$ cat src/rtl/load_store_unit_if.sv
// Core-side request/response and memory-side bus signals of the load/store unit.
// The slave modport is the unit's view; master is the surrounding core and memory.
interface load_store_unit_if;
  logic        i_valid;
  logic        o_ready;
  logic        i_we;
  logic [2:0]  i_funct3;
  logic [31:0] i_addr;
  logic [31:0] i_wdata;
  logic        o_done;
  logic [31:0] o_rdata;
  logic        o_misaligned;
  logic        o_fault;
  logic        o_mem_req;
  logic [31:0] o_mem_addr;
  logic        o_mem_wen;
  logic [3:0]  o_mem_mask;
  logic [31:0] o_mem_wdata;
  logic        i_mem_ack;
  logic [31:0] i_mem_rdata;

  modport slave (
    input  i_valid, i_we, i_funct3, i_addr, i_wdata, i_mem_ack, i_mem_rdata,
    output o_ready, o_done, o_rdata, o_misaligned, o_fault,
           o_mem_req, o_mem_addr, o_mem_wen, o_mem_mask, o_mem_wdata
  );

  modport master (
    output i_valid, i_we, i_funct3, i_addr, i_wdata, i_mem_ack, i_mem_rdata,
    input  o_ready, o_done, o_rdata, o_misaligned, o_fault,
           o_mem_req, o_mem_addr, o_mem_wen, o_mem_mask, o_mem_wdata
  );
endinterface

$ cat src/rtl/load_store_unit.sv
// Single-outstanding load/store unit: decodes size/sign, drives one word-aligned
// memory request with a bounded wait, and returns extended load data with status.
module load_store_unit #(
  parameter int unsigned MAX_WAIT = 15
) (
  input  logic             i_clk,
  input  logic             i_rst_n,
  load_store_unit_if.slave bus
);

  typedef enum logic [1:0] {ST_IDLE, ST_REQ, ST_DONE} state_t;

  localparam logic [7:0] WAIT_LAST = 8'(MAX_WAIT - 1);

  state_t      state_reg;
  logic        we_reg;
  logic [2:0]  funct3_reg;
  logic [31:0] addr_reg;
  logic [31:0] wdata_reg;
  logic [7:0]  wait_cnt_reg;
  logic        ready_reg;
  logic        done_reg;
  logic [31:0] rdata_reg;
  logic        misaligned_reg;
  logic        fault_reg;
  logic        mem_req_reg;

  logic        illegal_in;
  logic        misaligned_in;
  logic [3:0]  mask_next;
  logic [31:0] wdata_next;
  logic [31:0] load_next;
  logic [7:0]  rd_lane [4];
  logic [7:0]  byte_sel;
  logic [15:0] half_sel;

  // Decode of the operation offered on the core side, used only at accept.
  always_comb begin
    illegal_in    = 1'b0;
    misaligned_in = 1'b0;
    case (bus.i_funct3)
      3'b000:         misaligned_in = 1'b0;
      3'b001:         misaligned_in = bus.i_addr[0];
      3'b010:         misaligned_in = (bus.i_addr[1:0] != 2'b00);
      3'b100:         illegal_in    = bus.i_we;
      3'b101: begin
        illegal_in    = bus.i_we;
        misaligned_in = bus.i_addr[0];
      end
      default:        illegal_in    = 1'b1;
    endcase
  end

  // Lane mask and replicated store data derived from the latched request.
  always_comb begin
    mask_next  = 4'b1111;
    wdata_next = wdata_reg;
    case (funct3_reg[1:0])
      2'b00: begin
        mask_next  = 4'b0001 << addr_reg[1:0];
        wdata_next = {4{wdata_reg[7:0]}};
      end
      2'b01: begin
        mask_next  = 4'b0011 << {addr_reg[1], 1'b0};
        wdata_next = {2{wdata_reg[15:0]}};
      end
      default: begin
        mask_next  = 4'b1111;
        wdata_next = wdata_reg;
      end
    endcase
  end

  for (genvar gi = 0; gi < 4; gi++) begin : g_lane
    assign rd_lane[gi] = bus.i_mem_rdata[8*gi +: 8];
  end

  assign byte_sel = rd_lane[addr_reg[1:0]];
  assign half_sel = addr_reg[1] ? {rd_lane[3], rd_lane[2]} : {rd_lane[1], rd_lane[0]};

  always_comb begin
    load_next = bus.i_mem_rdata;
    case (funct3_reg)
      3'b000:  load_next = {{24{byte_sel[7]}}, byte_sel};
      3'b001:  load_next = {{16{half_sel[15]}}, half_sel};
      3'b100:  load_next = {24'h000000, byte_sel};
      3'b101:  load_next = {16'h0000, half_sel};
      default: load_next = bus.i_mem_rdata;
    endcase
  end

  always_ff @(posedge i_clk) begin
    if (!i_rst_n) begin
      state_reg      <= ST_IDLE;
      we_reg         <= 1'b0;
      funct3_reg     <= 3'b000;
      addr_reg       <= 32'h0;
      wdata_reg      <= 32'h0;
      wait_cnt_reg   <= 8'h0;
      ready_reg      <= 1'b1;
      done_reg       <= 1'b0;
      rdata_reg      <= 32'h0;
      misaligned_reg <= 1'b0;
      fault_reg      <= 1'b0;
      mem_req_reg    <= 1'b0;
    end else begin
      case (state_reg)
        ST_IDLE: begin
          if (bus.i_valid) begin
            we_reg     <= bus.i_we;
            funct3_reg <= bus.i_funct3;
            addr_reg   <= bus.i_addr;
            wdata_reg  <= bus.i_wdata;
            ready_reg  <= 1'b0;
            if (illegal_in || misaligned_in) begin
              state_reg      <= ST_DONE;
              done_reg       <= 1'b1;
              fault_reg      <= illegal_in;
              misaligned_reg <= !illegal_in;
              rdata_reg      <= 32'h0;
            end else begin
              state_reg    <= ST_REQ;
              wait_cnt_reg <= 8'h0;
              mem_req_reg  <= 1'b1;
            end
          end
        end
        ST_REQ: begin
          // An ack on the final permitted cycle still completes normally.
          if (bus.i_mem_ack) begin
            state_reg   <= ST_DONE;
            mem_req_reg <= 1'b0;
            done_reg    <= 1'b1;
            fault_reg   <= 1'b0;
            rdata_reg   <= we_reg ? 32'h0 : load_next;
          end else if (wait_cnt_reg == WAIT_LAST) begin
            state_reg   <= ST_DONE;
            mem_req_reg <= 1'b0;
            done_reg    <= 1'b1;
            fault_reg   <= 1'b1;
            rdata_reg   <= 32'h0;
          end else begin
            wait_cnt_reg <= wait_cnt_reg + 8'd1;
          end
        end
        ST_DONE: begin
          state_reg      <= ST_IDLE;
          ready_reg      <= 1'b1;
          done_reg       <= 1'b0;
          fault_reg      <= 1'b0;
          misaligned_reg <= 1'b0;
          rdata_reg      <= 32'h0;
        end
        default: begin
          state_reg   <= ST_IDLE;
          ready_reg   <= 1'b1;
          done_reg    <= 1'b0;
          mem_req_reg <= 1'b0;
        end
      endcase
    end
  end

  assign bus.o_ready      = ready_reg;
  assign bus.o_done       = done_reg;
  assign bus.o_rdata      = rdata_reg;
  assign bus.o_misaligned = misaligned_reg;
  assign bus.o_fault      = fault_reg;
  assign bus.o_mem_req    = mem_req_reg;
  assign bus.o_mem_addr   = mem_req_reg ? {addr_reg[31:2], 2'b00} : 32'h0;
  assign bus.o_mem_wen    = mem_req_reg & we_reg;
  assign bus.o_mem_mask   = mem_req_reg ? mask_next : 4'b0000;
  assign bus.o_mem_wdata  = (mem_req_reg && we_reg) ? wdata_next : 32'h0;

endmodule

$ cat src/flat_wrapper.sv
// flat-port wrapper written by rule: the top's interface ports become plain ports
module load_store_unit_flat 
#(
  parameter int unsigned MAX_WAIT = 15
)
  (i_clk, i_rst_n, bus_i_valid, bus_i_we, bus_i_funct3, bus_i_addr, bus_i_wdata, bus_i_mem_ack, bus_i_mem_rdata, bus_o_ready, bus_o_done, bus_o_rdata, bus_o_misaligned, bus_o_fault, bus_o_mem_req, bus_o_mem_addr, bus_o_mem_wen, bus_o_mem_mask, bus_o_mem_wdata);
  load_store_unit_if bus_i ();
  input  logic i_clk;
  input  logic i_rst_n;
  input wire logic [$bits(bus_i.i_valid)-1:0] bus_i_valid;
  input wire logic [$bits(bus_i.i_we)-1:0] bus_i_we;
  input wire logic [$bits(bus_i.i_funct3)-1:0] bus_i_funct3;
  input wire logic [$bits(bus_i.i_addr)-1:0] bus_i_addr;
  input wire logic [$bits(bus_i.i_wdata)-1:0] bus_i_wdata;
  input wire logic [$bits(bus_i.i_mem_ack)-1:0] bus_i_mem_ack;
  input wire logic [$bits(bus_i.i_mem_rdata)-1:0] bus_i_mem_rdata;
  output wire logic [$bits(bus_i.o_ready)-1:0] bus_o_ready;
  output wire logic [$bits(bus_i.o_done)-1:0] bus_o_done;
  output wire logic [$bits(bus_i.o_rdata)-1:0] bus_o_rdata;
  output wire logic [$bits(bus_i.o_misaligned)-1:0] bus_o_misaligned;
  output wire logic [$bits(bus_i.o_fault)-1:0] bus_o_fault;
  output wire logic [$bits(bus_i.o_mem_req)-1:0] bus_o_mem_req;
  output wire logic [$bits(bus_i.o_mem_addr)-1:0] bus_o_mem_addr;
  output wire logic [$bits(bus_i.o_mem_wen)-1:0] bus_o_mem_wen;
  output wire logic [$bits(bus_i.o_mem_mask)-1:0] bus_o_mem_mask;
  output wire logic [$bits(bus_i.o_mem_wdata)-1:0] bus_o_mem_wdata;
  assign bus_i.i_valid = bus_i_valid;
  assign bus_i.i_we = bus_i_we;
  assign bus_i.i_funct3 = bus_i_funct3;
  assign bus_i.i_addr = bus_i_addr;
  assign bus_i.i_wdata = bus_i_wdata;
  assign bus_i.i_mem_ack = bus_i_mem_ack;
  assign bus_i.i_mem_rdata = bus_i_mem_rdata;
  assign bus_o_ready = bus_i.o_ready;
  assign bus_o_done = bus_i.o_done;
  assign bus_o_rdata = bus_i.o_rdata;
  assign bus_o_misaligned = bus_i.o_misaligned;
  assign bus_o_fault = bus_i.o_fault;
  assign bus_o_mem_req = bus_i.o_mem_req;
  assign bus_o_mem_addr = bus_i.o_mem_addr;
  assign bus_o_mem_wen = bus_i.o_mem_wen;
  assign bus_o_mem_mask = bus_i.o_mem_mask;
  assign bus_o_mem_wdata = bus_i.o_mem_wdata;
  load_store_unit #(.MAX_WAIT(MAX_WAIT)) u_core (.i_clk(i_clk), .i_rst_n(i_rst_n), .bus(bus_i));
endmodule
$ cat config.mk
export PLATFORM = sky130hd
export DESIGN_NAME = load_store_unit_flat
export DESIGN_NICKNAME = d
export VERILOG_FILES = /design/src/rtl/load_store_unit_if.sv /design/src/rtl/load_store_unit.sv /design/src/flat_wrapper.sv
export SDC_FILE = /design/constraint.sdc
export NUM_CORES = 1
export LEC_CHECK = 0
export BUFFER_PORTS_ARGS = -buffer_cell sky130_fd_sc_hd__buf_2
export CORE_MARGIN = 2
export CORE_UTILIZATION = 35
export CTS_CLUSTER_DIAMETER = 50
export DETAILED_ROUTE_END_ITERATION = 7
export SYNTH_ARGS = -nofsm -noshare
export SYNTH_HDL_FRONTEND = slang
export SYNTH_SLANG_ARGS = --single-unit
$ cat constraint.sdc
create_clock -name i_clk -period 2.1 [get_ports i_clk]
set_input_delay 0.315 -clock i_clk [delete_from_list [all_inputs] [get_ports i_clk]]
set_output_delay 0.315 -clock i_clk [all_outputs]
set_load 0.01 [all_outputs]
==> out/qor.txt, run 1 <==
Setup TNS Final - 0 ns
Worst reg2reg path startpoint - u_core.state_reg[0]$_SDFFE_PN0P_
Slowest stage delay, CP - 0.45 ns
Data arrival time of the worst path - 1.70 ns
Overall Global Routing Usage - 20.56%
Critical path origin - u_core.funct3_reg[1]$_SDFFE_PN0P_
Area delta synth->final - 33.04%
Worst-path cell chain - buf_4, nor2_1, a21oi_1, nor2_1, buf_2
Clock root buffer - clkbuf_16
Async S/R FF share, synth - 0%
Critical path fanouts, max - 25
Worst-Margin Slew - 0.5993 ns
Power per cell area - 846.9 nW/um2
Synth Area in Compound Gates - 21.49%
Number of remaining DRC errors - 0
Hold Path Class - in2reg
Commonest non-fill, non-tap cell in the layout - buf_2
Num rows - 47
Slowest stage cell, crit path - dfxtp_1
Most used DFF post-synth - dfxtp_1
Worst IR Drop VDD - 0.6385 mV
Core region area - 16470 um2
Die area - 17840 um2
Relative slew slack - 60.05%
First-pass GRT wire length - 28920 um
Antenna violations before repair - 2
Die extent in y - 133.6 um
Fmax - 495.1 MHz
Syn Std Cell Area - 5874 um2
Most frequent cells in the layout - buf_2 (206), nand2_1 (163), dfxtp_1 (111), a21boi_0 (69), nor2_1 (55)
CTS H-tree lvls - 4
Ports - 210
Required time of the critical path - 1.78 ns
Worst setup path end - bus_o_mem_wdata[26]
Final core utilization - 47.46%
Reg2reg end - u_core.bus.o_rdata[6]$_SDFFE_PN0P_
Yosys cell types - 51
DRT Pass-1 Iters - 4
Register area share after synthesis - 39.19%
Clock-pin transition on the worst setup and hold timing paths - 0.06 ns
Gp weighted congestion - 0.8287
Final clock skew - 0.006365 ns
Gate Count Post-Synth - 743
Final hold vios - 0
Simple-gate area share of the yosys netlist - 27.05%
Critical path class - reg2out
Cts bufs inserted - 17
Max-slew violations - 0
DP Wirelength - 12900 um
CTS tree - yes
Synth Area in XOR/XNOR - 0.2982%
CP startpoint kind - flip-flop
Vias - 5909
Mux contribution to synthesized area - 4.601%
Post-synthesis adder-cell area fraction - 1.278%
Max clock buf depth - 2
Pin count of the biggest net entering global routing - 57
# clock sinks - 115
LEAKAGE - 3.398 nW
Vias in the first global route - 5533
I/O Buffers - 207
Layout cells sized above 1 - 32.95%
Flop-to-flop setup slack - 0.12 ns
Status - complete, no violations
Largest family of logic cells by synthesized area - simple AND/OR/NAND/NOR gates
Total grt overflow - 0
Starting Density - 35.68%
1st-iter DRT viols - 357
Endpoints failing setup - 0
WL final - 18320 um
Critical Path Most Common Cell - nor2_1
Syn Area/Cell - 7.906 um2
Fin nets - 1047
Final min period - 2.020 ns
Die W - 133.6 um
Via/cell ratio - 5.046
Worst skew pair latency - 0.42 ns
Synth Register Bits - 115
Post-DRT Antenna Nets - 0
RSZ-0062 raised after global routing - yes
CTS Hold Bufs - 0
Final worst-path cycle share - 96.19%
Post-synth EDFFs - 0
Max_cap viols - 0
Warnings from Yosys - 0
Crit. End Element - output pin
Reg2reg path depth - 8
Drt wl/cell - 15.65 um
[cell families after synthesis]
group                    count (synthesis)
other                                    1
multiplexers                            27
adder cells (fa/ha/maj)                  6
XOR/XNOR                                 2
buffers and inverters                   73
flip-flops                             115
AO/OA/AOI/OAI                          179
AND/OR/NAND/NOR                        340
[stage by stage]
stage	worst slack (ns)	hold WS, ns	std cells	total power, W	cell area, um2
after floorplan	0.1458	0.4388	744	0.003301	5878
after global placement	0.06121	0.4454	1138	0.003732	7157
after CTS	0.006919	0.1216	1170	0.006663	7759
final	0.08006	0.1344	1171	0.006618	7815
after detailed placement	0.01381	0.4473	1138	0.003739	7157
after global routing	-0.01431	0.1296	1170	0.006953	7812
[timing repair]
item,in CTS,in global routing
resized for setup,3,13
gates cloned,0,0
endpoints found under the hold margin,0,0
setup buffers,0,0
setup endpoints to repair,12,23
pin swaps,0,0
[Yosys cell counts, types with 2 or more instances]
| library cell | count | share of area, % |
|---|---|---|
| nand2_1 | 165 | 11 |
| dfxtp_1 | 115 | 39 |
| a21boi_0 | 69 | 8.8 |
| nor2_1 | 58 | 3.7 |
| clkbuf_1 | 41 | 2.6 |
| a21oi_1 | 33 | 2.8 |
| nand3_1 | 33 | 2.8 |
| and2_1 | 31 | 3.3 |
| mux2i_1 | 27 | 4.6 |
| o21ai_0 | 23 | 2.0 |
| o31ai_1 | 18 | 2.3 |
| inv_1 | 11 | 0.70 |
| nand3_2 | 10 | 1.7 |
| and3_1 | 8 | 0.85 |
| o21ai_2 | 8 | 1.2 |
| o221ai_1 | 8 | 1.2 |
| buf_2 | 7 | 0.60 |
| o41ai_1 | 7 | 1.0 |
| ha_1 | 6 | 1.3 |
| nor3_1 | 5 | 0.43 |
| nor3b_1 | 5 | 0.64 |
| buf_1 | 4 | 0.26 |
| buf_4 | 4 | 0.51 |
| nor2b_1 | 4 | 0.43 |
| or3_1 | 4 | 0.43 |
| buf_6 | 3 | 0.58 |
| buf_8 | 3 | 0.77 |
| nand2b_1 | 3 | 0.32 |
| or2_2 | 3 | 0.32 |
| a31oi_1 | 2 | 0.21 |
| and4b_1 | 2 | 0.34 |
| nand4_1 | 2 | 0.21 |
| o22ai_1 | 2 | 0.21 |
| o31ai_2 | 2 | 0.43 |
[report_power, final]
group	switching, W	internal, W	leakage (nW)
Sequential	0.000121	0.00234	0.940
Clock	0.00107	0.00183	0.280
Combinational	0.000767	0.000484	2.18
Total	0.00196	0.00466	3.40
[how the worst min path moves through the flow]
stage,end,from,cells after the start
after CTS,u_core.wdata_reg[17]$_SDFFE_PN0P_,bus_i_wdata[17],3
after detailed placement,u_core.bus.o_rdata[13]$_SDFFE_PN0P_,u_core.bus.o_rdata[13]$_SDFFE_PN0P_,2
final,u_core.addr_reg[6]$_SDFFE_PN0P_,bus_i_addr[6],3
after floorplan,u_core.addr_reg[20]$_SDFFE_PN0P_,u_core.addr_reg[20]$_SDFFE_PN0P_,2
after global routing,u_core.wdata_reg[23]$_SDFFE_PN0P_,bus_i_wdata[23],3
after global placement,u_core.bus.o_rdata[12]$_SDFFE_PN0P_,u_core.bus.o_rdata[12]$_SDFFE_PN0P_,2
[layout make-up]
| cell class | instances | area (um2) |
|---|---|---|
| tap | 220 | 275.3 |
| sequential | 115 | 2310 |
| inverter | 11 | 41.29 |
| timing repair buffer | 236 | 1310 |
| antenna | 1 | 2.502 |
| fill | 1700 | 8651 |
| multi-input combinational | 556 | 3279 |
| clock inverter | 12 | 130.1 |
| clock buffer | 20 | 466.7 |
[critical path, delay by kind of cell (launching register included)]
family	cells	cell delay (ns)
buf+inv	2	0.50
simple gates	2	0.16
flops	1	0.45
compound gates	1	0.16
[routing by layer]
| metal | wire (um) | global-route usage, % | vias up |
|---|---|---|---|
| met4 | 240 | 6.442 | 2 |
| li1 | - | - | 2939 |
| met3 | 1612 | 8.029 | 19 |
| met5 | 13 | 0 | - |
| met2 | 8408 | 32.62 | 201 |
| met1 | 8047 | 25.75 | 2748 |
Power figures use the tool's default switching activity.
==> run 2: changes to the inputs <==
ABC_AREA = 1   (was unset)
==> run 2 against run 1 <==
  * Global-route usage decreased by 1.3 points
  * Register-to-register slack improved by 0.08 ns
  * Fmax increased by 1.1%
  * Hold slack improved by 0.0016 ns
  * Utilization decreased by 1.3 points
  * Non-clock buffer count decreased by 11
  * Critical path depth increased by 1
  * Die area increased by 9.5%
  * Critical path type unchanged
==> out/qor.txt, run 2 <==
CTS H-tree lvls - 4 (unchanged)
Starting Density - 35.78% (+0.11 points)
Die W - 139.8 um (+4.6%)
CP startpoint kind - flip-flop
Reg2reg path depth - 10 (+2)
Drt wl/cell - 13.27 um (-15%)
Most frequent cells in the layout - nor2_1 (223), buf_2 (207), nand2_1 (198), inv_1 (123), dfxtp_1 (111)
Max clock buf depth - 2 (unchanged)
Fin nets - 1312 (+25%)
Register area share after synthesis - 35.69% (-3.5 points)
Synth area leaders - dfxtp_1 (36%), nor2_1 (13%), nand2_1 (12%)
Antenna violations before repair - 1 (-1)
# clock sinks - 115 (unchanged)
Worst-path cell chain - buf_4, nor2_8, inv_2, o22ai_1, nor3_1, buf_2
Critical path class - reg2out
Power per cell area - 1075 nW/um2 (+27%)
Most instantiated library cell after synthesis - nor2_1
Commonest non-fill, non-tap cell in the layout - nor2_1
Most used DFF post-synth - dfxtp_1
Final hold vios - 0 (unchanged)
Layout cells sized above 1 - 28.64% (-4.3 points)
Worst IR Drop VDD - 0.7575 mV (+19%)
Number of remaining DRC errors - 0 (unchanged)
LEAKAGE - 4.481 nW (+32%)
Clock-pin transition on the worst setup and hold timing paths - 0.06 ns (about the same)
Yosys top cell by area - dfxtp_1
Max_cap viols - 0 (unchanged)
RSZ-0062 raised after global routing - no
Status - complete, no violations
Warnings from Yosys - 0 (unchanged)
DRT Pass-1 Iters - 5 (+1)
Slowest stage delay, CP - 0.36 ns (-0.09 ns)
Dpl cells - 1412 (+24%)
Fmax - 500.6 MHz (+1.1%)
Synth top cells by count - nor2_1 (223), nand2_1 (199), inv_1 (125)
Async S/R FF share, synth - 0% (unchanged)
Hold Path Class - in2reg
Gate Count Post-Synth - 1013 (+36%)
Cts bufs inserted - 17 (unchanged)
Finished Layout Cells - 1446 (+23%)
Gp weighted congestion - 0.8293 (about the same)
1st-iter DRT viols - 471 (+32%)
# fillers - 1905 (+12%)
Worst skew pair latency - 0.42 ns (about the same)
Yosys cell types - 39 (-24%)
Post-DP Area - 7637 um2 (+6.7%)
Overall Global Routing Usage - 19.30% (-1.3 points)
Core region area - 18020 um2 (+9.5%)
Synth Register Bits - 115 (unchanged)
Syn Area/Cell - 6.367 um2 (-19%)
I/O Buffers - 207 (unchanged)
Syn Std Cell Area - 6450 um2 (+9.8%)
Final min period - 1.998 ns (-0.02222 ns)
WL final - 19200 um (+4.8%)
Max-slew violations - 0 (unchanged)
Die extent in y - 139.8 um (+4.6%)
Post-DRT Antenna Nets - 0 (unchanged)
Clock root buffer - clkbuf_16
CTS tree - yes
Worst-Margin Slew - 0.6203 ns (+0.02104 ns)
Critical path fanouts, max - 9 (-64%)
Vias in the first global route - 6000 (+8.4%)
Ports - 210 (unchanged)
DP Wirelength - 14050 um (+8.9%)
Pin count of the biggest net entering global routing - 57 (unchanged)
Num rows - 49 (+4.3%)
Required time of the critical path - 1.78 ns (about the same)
Data arrival time of the worst path - 1.68 ns (-0.02 ns)
Hold path depth - 3 (unchanged)
Post-synth EDFFs - 0 (unchanged)
Relative slew slack - 58.64% (-1.4 points)
Via/cell ratio - 4.614 (-8.6%)
Area delta synth->final - 29.02%
Finished Cell Area - 8322 um2 (+6.5%)
Synth top area share - 35.69% (-3.5 points)
Final worst-path cycle share - 95.13% (-1.1 points)
Setup TNS Final - 0 ns (unchanged)
Die area - 19530 um2 (+9.5%)
First-pass GRT wire length - 30460 um (+5.3%)
Crit. End Element - output pin
Endpoints failing setup - 0 (unchanged)
Total grt overflow - 0 (unchanged)
Final clock skew - 0.007479 ns (+0.001114 ns)
Vias - 6672 (+13%)
Slowest stage cell, crit path - dfxtp_2
run 2: layout make-up:
type	instances	area, um2	share of cell area [%]
diodes	2	5.005	0.06014
clock buffers	19	452.9	5.443
clock inverters	13	205.2	2.466
inverters	145	546.8	6.570
multi-input cells	698	3284	39.47
flip-flops and latches	115	2307	27.73
well taps	229	286.5	3.443
repair buffers	225	1234	14.82
run 2: metrics by stage:
| stage | total power, W | utilization (%) | setup WS, ns | hold WS, ns |
|---|---|---|---|---|
| 6_report | 0.008944 | 46.17 | 0.1023 | 0.1360 |
| 5_1_grt | 0.009520 | 46.14 | 0.005357 | 0.1395 |
| 4_1_cts | 0.009006 | 46.06 | -0.02972 | 0.1250 |
| 3_5_place_dp | 0.005738 | 42.37 | 0.2411 | 0.4458 |
| 3_3_place_gp | 0.005726 | 42.37 | 0.2759 | 0.4484 |
| 2_1_floorplan | 0.004915 | - | 0.4642 | 0.4407 |
run 2: cells by family (layout without fill, tap and decap cells):
| group | count (synthesis) | count (layout) | synth area share [%] |
|---|---|---|---|
| compound gates | 163 | 163 | 13.66 |
| flops | 115 | 115 | 35.69 |
| simple gates | 526 | 526 | 35.60 |
| buf+inv | 201 | 402 | 13.70 |
| other cells | 1 | 4 | 0.05814 |
| fa+ha+maj | 6 | 6 | 1.164 |
| xor+xnor | 1 | 1 | 0.1358 |
run 2: layer usage:
layer,GRT usage (%),part of all wire [%],vias to the layer above
met5,0,0.068,-
met4,5.368,1.2,2
met3,6.401,8.5,24
met2,30.19,45,232
met1,25.50,45,2926
li1,-,-,3488
run 2: power by group:
part           total [W]  leakage, nW  internal [W]  switching, W
Clock            0.00325        0.315       0.00216       0.00108
Sequential       0.00284        0.950       0.00259      0.000249
Combinational    0.00286         3.22       0.00101       0.00185
Total            0.00894         4.48       0.00576       0.00318
run 2: repair_timing:
item,4_1_cts,5_1_grt
endpoints found under the setup margin,4,15
resized for setup,3,12
hold buffers,0,0
buffers inserted,0,0
run 2: worst max-delay path: cells and delay by family, from the launching register on:
| kind | cells | cell delay (ns) |
|---|---|---|
| buffers and inverters | 3 | 0.44 |
| DFF | 1 | 0.36 |
| and+or+nand+nor | 2 | 0.26 |
| AOI/OAI and AO/OA | 1 | 0.21 |
run 2: final timing paths:
kind / from / endpoint / slack (ns)
worst max register to register: u_core.state_reg[1]$_SDFFE_PN0P_ / u_core.bus.o_rdata[24]$_SDFFE_PN0P_ / 0.20
worst max-delay path: u_core.funct3_reg[0]$_SDFFE_PN0P_ / bus_o_mem_wdata[31] / 0.10
worst min register to register: u_core.bus.o_done$_SDFFE_PN0P_ / u_core.bus.o_done$_SDFFE_PN0P_ / 0.46
worst min-delay path: bus_i_addr[21] / u_core.addr_reg[21]$_SDFFE_PN0P_ / 0.14
==> run 3: changes to the inputs <==
CTS_BUF_LIST = sky130_fd_sc_hd__clkbuf_16   (was unset)
==> run 3 against run 2 <==
  * Sequential share of layout area rose by 0.067 points
  * Register-to-register slack improved by 0.02 ns
  * Total power is 0.97% lower
  * Die area did not move
  * Count of clock-buffer cells in the layout fell by 2
  * First-iteration DRC count shrank 7.0%
  * Worst setup slack improved by 0.0093 ns
  * Non-clock buffer count stayed put
  * Flip-flop and latch count unchanged
  * Cell area is 0.24% lower
  * Clock power fell by 3%
  * Global-route usage hardly changed
  * Critical endpoint unchanged
  * Largest power group unchanged
==> out/qor.txt, run 3 (same netlist as run 2, synthesis figures left out) <==
LEAKAGE - 4.469 nW (-0.25%)
Relative slew slack - 58.89% (+0.24 points)
Finished Layout Cells - 1446 (unchanged)
CTS H-tree lvls - 4 (unchanged)
Hold Path End - u_core.addr_reg[21]$_SDFFE_PN0P_
Vias - 6681 (+0.13%)
CTS tree - yes
Critical path class - reg2out
# clock sinks - 115 (unchanged)
Min Hold Slack - 0.1390 ns (+0.002967 ns)
1st-iter DRT viols - 438 (-7.0%)
Global-route met1 utilization - 25.50% (unchanged)
Place WS - 0.2411 ns (unchanged)
Reg2reg path depth - 10 (unchanged)
Worst-Margin Slew - 0.6167 ns (-0.003654 ns)
Power per cell area - 1067 nW/um2 (-0.73%)
Worst skew pair latency - 0.42 ns (about the same)
Hold path depth - 3 (unchanged)
Final core utilization - 46.06% (-0.11 points)
Setup slack after layout - 0.1116 ns (+0.009302 ns)
Total grt overflow - 0 (unchanged)
WL final - 19150 um (-0.24%)
Fmax - 502.9 MHz (+0.47%)
Busiest layer in global routing - met2
CTS Hold Bufs - 0 (unchanged)
Clock root buffer - clkbuf_16
DP Wirelength - 14050 um (unchanged)
Commonest non-fill, non-tap cell in the layout - nor2_1
Crit. End Element - output pin
Layout cells sized above 1 - 28.48% (-0.16 points)
Die W - 139.8 um (unchanged)
RSZ-0062 raised after global routing - no
GR Util met2 - 30.17% (about the same)
Flop-to-flop setup slack - 0.22 ns (+0.02 ns)
Core region area - 18020 um2 (unchanged)
Max_cap viols - 0 (unchanged)
Worst IR Drop VDD - 0.7568 mV (about the same)
Number of remaining DRC errors - 0 (unchanged)
Final hold vios - 0 (unchanged)
Cts bufs inserted - 17 (unchanged)
Hold Path Class - in2reg
Die extent in y - 139.8 um (unchanged)
CP startpoint kind - flip-flop
Most frequent cells in the layout - nor2_1 (223), buf_2 (207), nand2_1 (198), inv_1 (123), dfxtp_1 (111)
Fin nets - 1312 (unchanged)
Post-CTS setup repair buffer count - 0 (unchanged)
DRT Pass-1 Iters - 5 (unchanged)
Final min period - 1.988 ns (-0.009302 ns)
Via/cell ratio - 4.620 (+0.13%)
Met3 Usage GRT - 6.401% (unchanged)
Endpoints failing setup - 0 (unchanged)
Final worst-path cycle share - 94.69% (-0.44 points)
# fillers - 1904 (-0.052%)
Critical hold path startpoint - bus_i_addr[21]
Data arrival time of the worst path - 1.67 ns (about the same)
Worst reg2reg path startpoint - u_core.state_reg[1]$_SDFFE_PN0P_
Dpl cells - 1412 (unchanged)
Critical path fanouts, max - 9 (unchanged)
Pin count of the biggest net entering global routing - 57 (unchanged)
Antenna violations before repair - 1 (unchanged)
Ports - 210 (unchanged)
Num rows - 49 (unchanged)
Reg2reg end - u_core.bus.o_rdata[24]$_SDFFE_PN0P_
Area delta synth->final - 28.71%
I/O Buffers - 207 (unchanged)
Required time of the critical path - 1.78 ns (about the same)
Clock-pin transition on the worst setup and hold timing paths - 0.06 ns (about the same)
Final clock skew - 0.007001 ns (-0.0004775 ns)
Gp weighted congestion - 0.8293 (unchanged)
Post-DRT Antenna Nets - 0 (unchanged)
Drt wl/cell - 13.24 um (-0.24%)
Max-slew violations - 0 (unchanged)
First-pass GRT wire length - 30450 um (about the same)
Status - complete, no violations
Starting Density - 35.78% (unchanged)
Max clock buf depth - 2 (unchanged)
Vias in the first global route - 5999 (-0.017%)
Die area - 19530 um2 (unchanged)
Overall Global Routing Usage - 19.29% (about the same)
run 3: cell types whose count changed in the layout (fill, tap and decap cells not counted):
cell	previous run	this run
clkbuf_8	2	0
clkinv_1	6	8
run 3: per-stage QoR:
step	cell area [um2]	setup TNS (ns)	total power (W)
after global placement	7637	0	0.005726
after global routing	8297	0	0.009443
after floorplan	6454	0	0.004915
after CTS	8282	-0.04589	0.008928
final	8302	0	0.008858
after detailed placement	7637	0	0.005738
run 3: cell type report:
type | instances | area (um2) | share of cell area, %
Clock buffer | 17 | 425.4 | 5.124
Sequential cell | 115 | 2307 | 27.79
Clock inverter | 15 | 212.7 | 2.562
Multi-Input combinational cell | 698 | 3284 | 39.56
Antenna cell | 2 | 5.005 | 0.06029
Inverter | 145 | 546.8 | 6.586
Tap cell | 229 | 286.5 | 3.451
Timing Repair Buffer | 225 | 1234 | 14.86
run 3: worst max path at each step:
stage	start	to	slack [ns]	cells past startpoint
final	u_core.funct3_reg[0]$_SDFFE_PN0P_	bus_o_mem_wdata[31]	0.11	6
after global routing	u_core.we_reg$_SDFFE_PN0P_	bus_o_mem_wdata[30]	0.005	5
after CTS	u_core.we_reg$_SDFFE_PN0P_	bus_o_mem_wdata[29]	-0.03	6
after detailed placement	u_core.state_reg[1]$_SDFFE_PN0P_	u_core.bus.o_rdata[24]$_SDFFE_PN0P_	0.24	10
after global placement	u_core.state_reg[1]$_SDFFE_PN0P_	u_core.bus.o_rdata[24]$_SDFFE_PN0P_	0.28	10
after floorplan	u_core.bus.o_mem_req$_SDFFE_PN0P_	bus_o_mem_wdata[25]	0.46	6
run 3: report_power, final:
group | total [W] | switching, W | internal [W]
Sequential | 0.00284 | 0.000249 | 0.00259
Combinational | 0.00285 | 0.00185 | 0.00101
Clock | 0.00316 | 0.00107 | 0.00209
Total | 0.00886 | 0.00317 | 0.00569
run 3: metal layers:
layer | vias to the layer above | share of wire [%] | wire (um)
li1 | 3489 | - | -
met1 | 2915 | 44 | 8414
met2 | 250 | 45 | 8675
met3 | 25 | 9.5 | 1815
met4 | 2 | 1.2 | 229
met5 | - | 0.068 | 13
run 3: timing repair:
item,in CTS,in global routing
cloned,0,0
setup endpoints to repair,4,15
resized for setup,3,12
hold endpoints to repair,0,0
run 3: worst max-delay path, stage by stage (launching register included):
cell	delay, ns
dfxtp_2	0.36
buf_4	0.18
nor2_8	0.18
inv_2	0.10
o22ai_1	0.21
nor3_1	0.08
buf_2	0.15
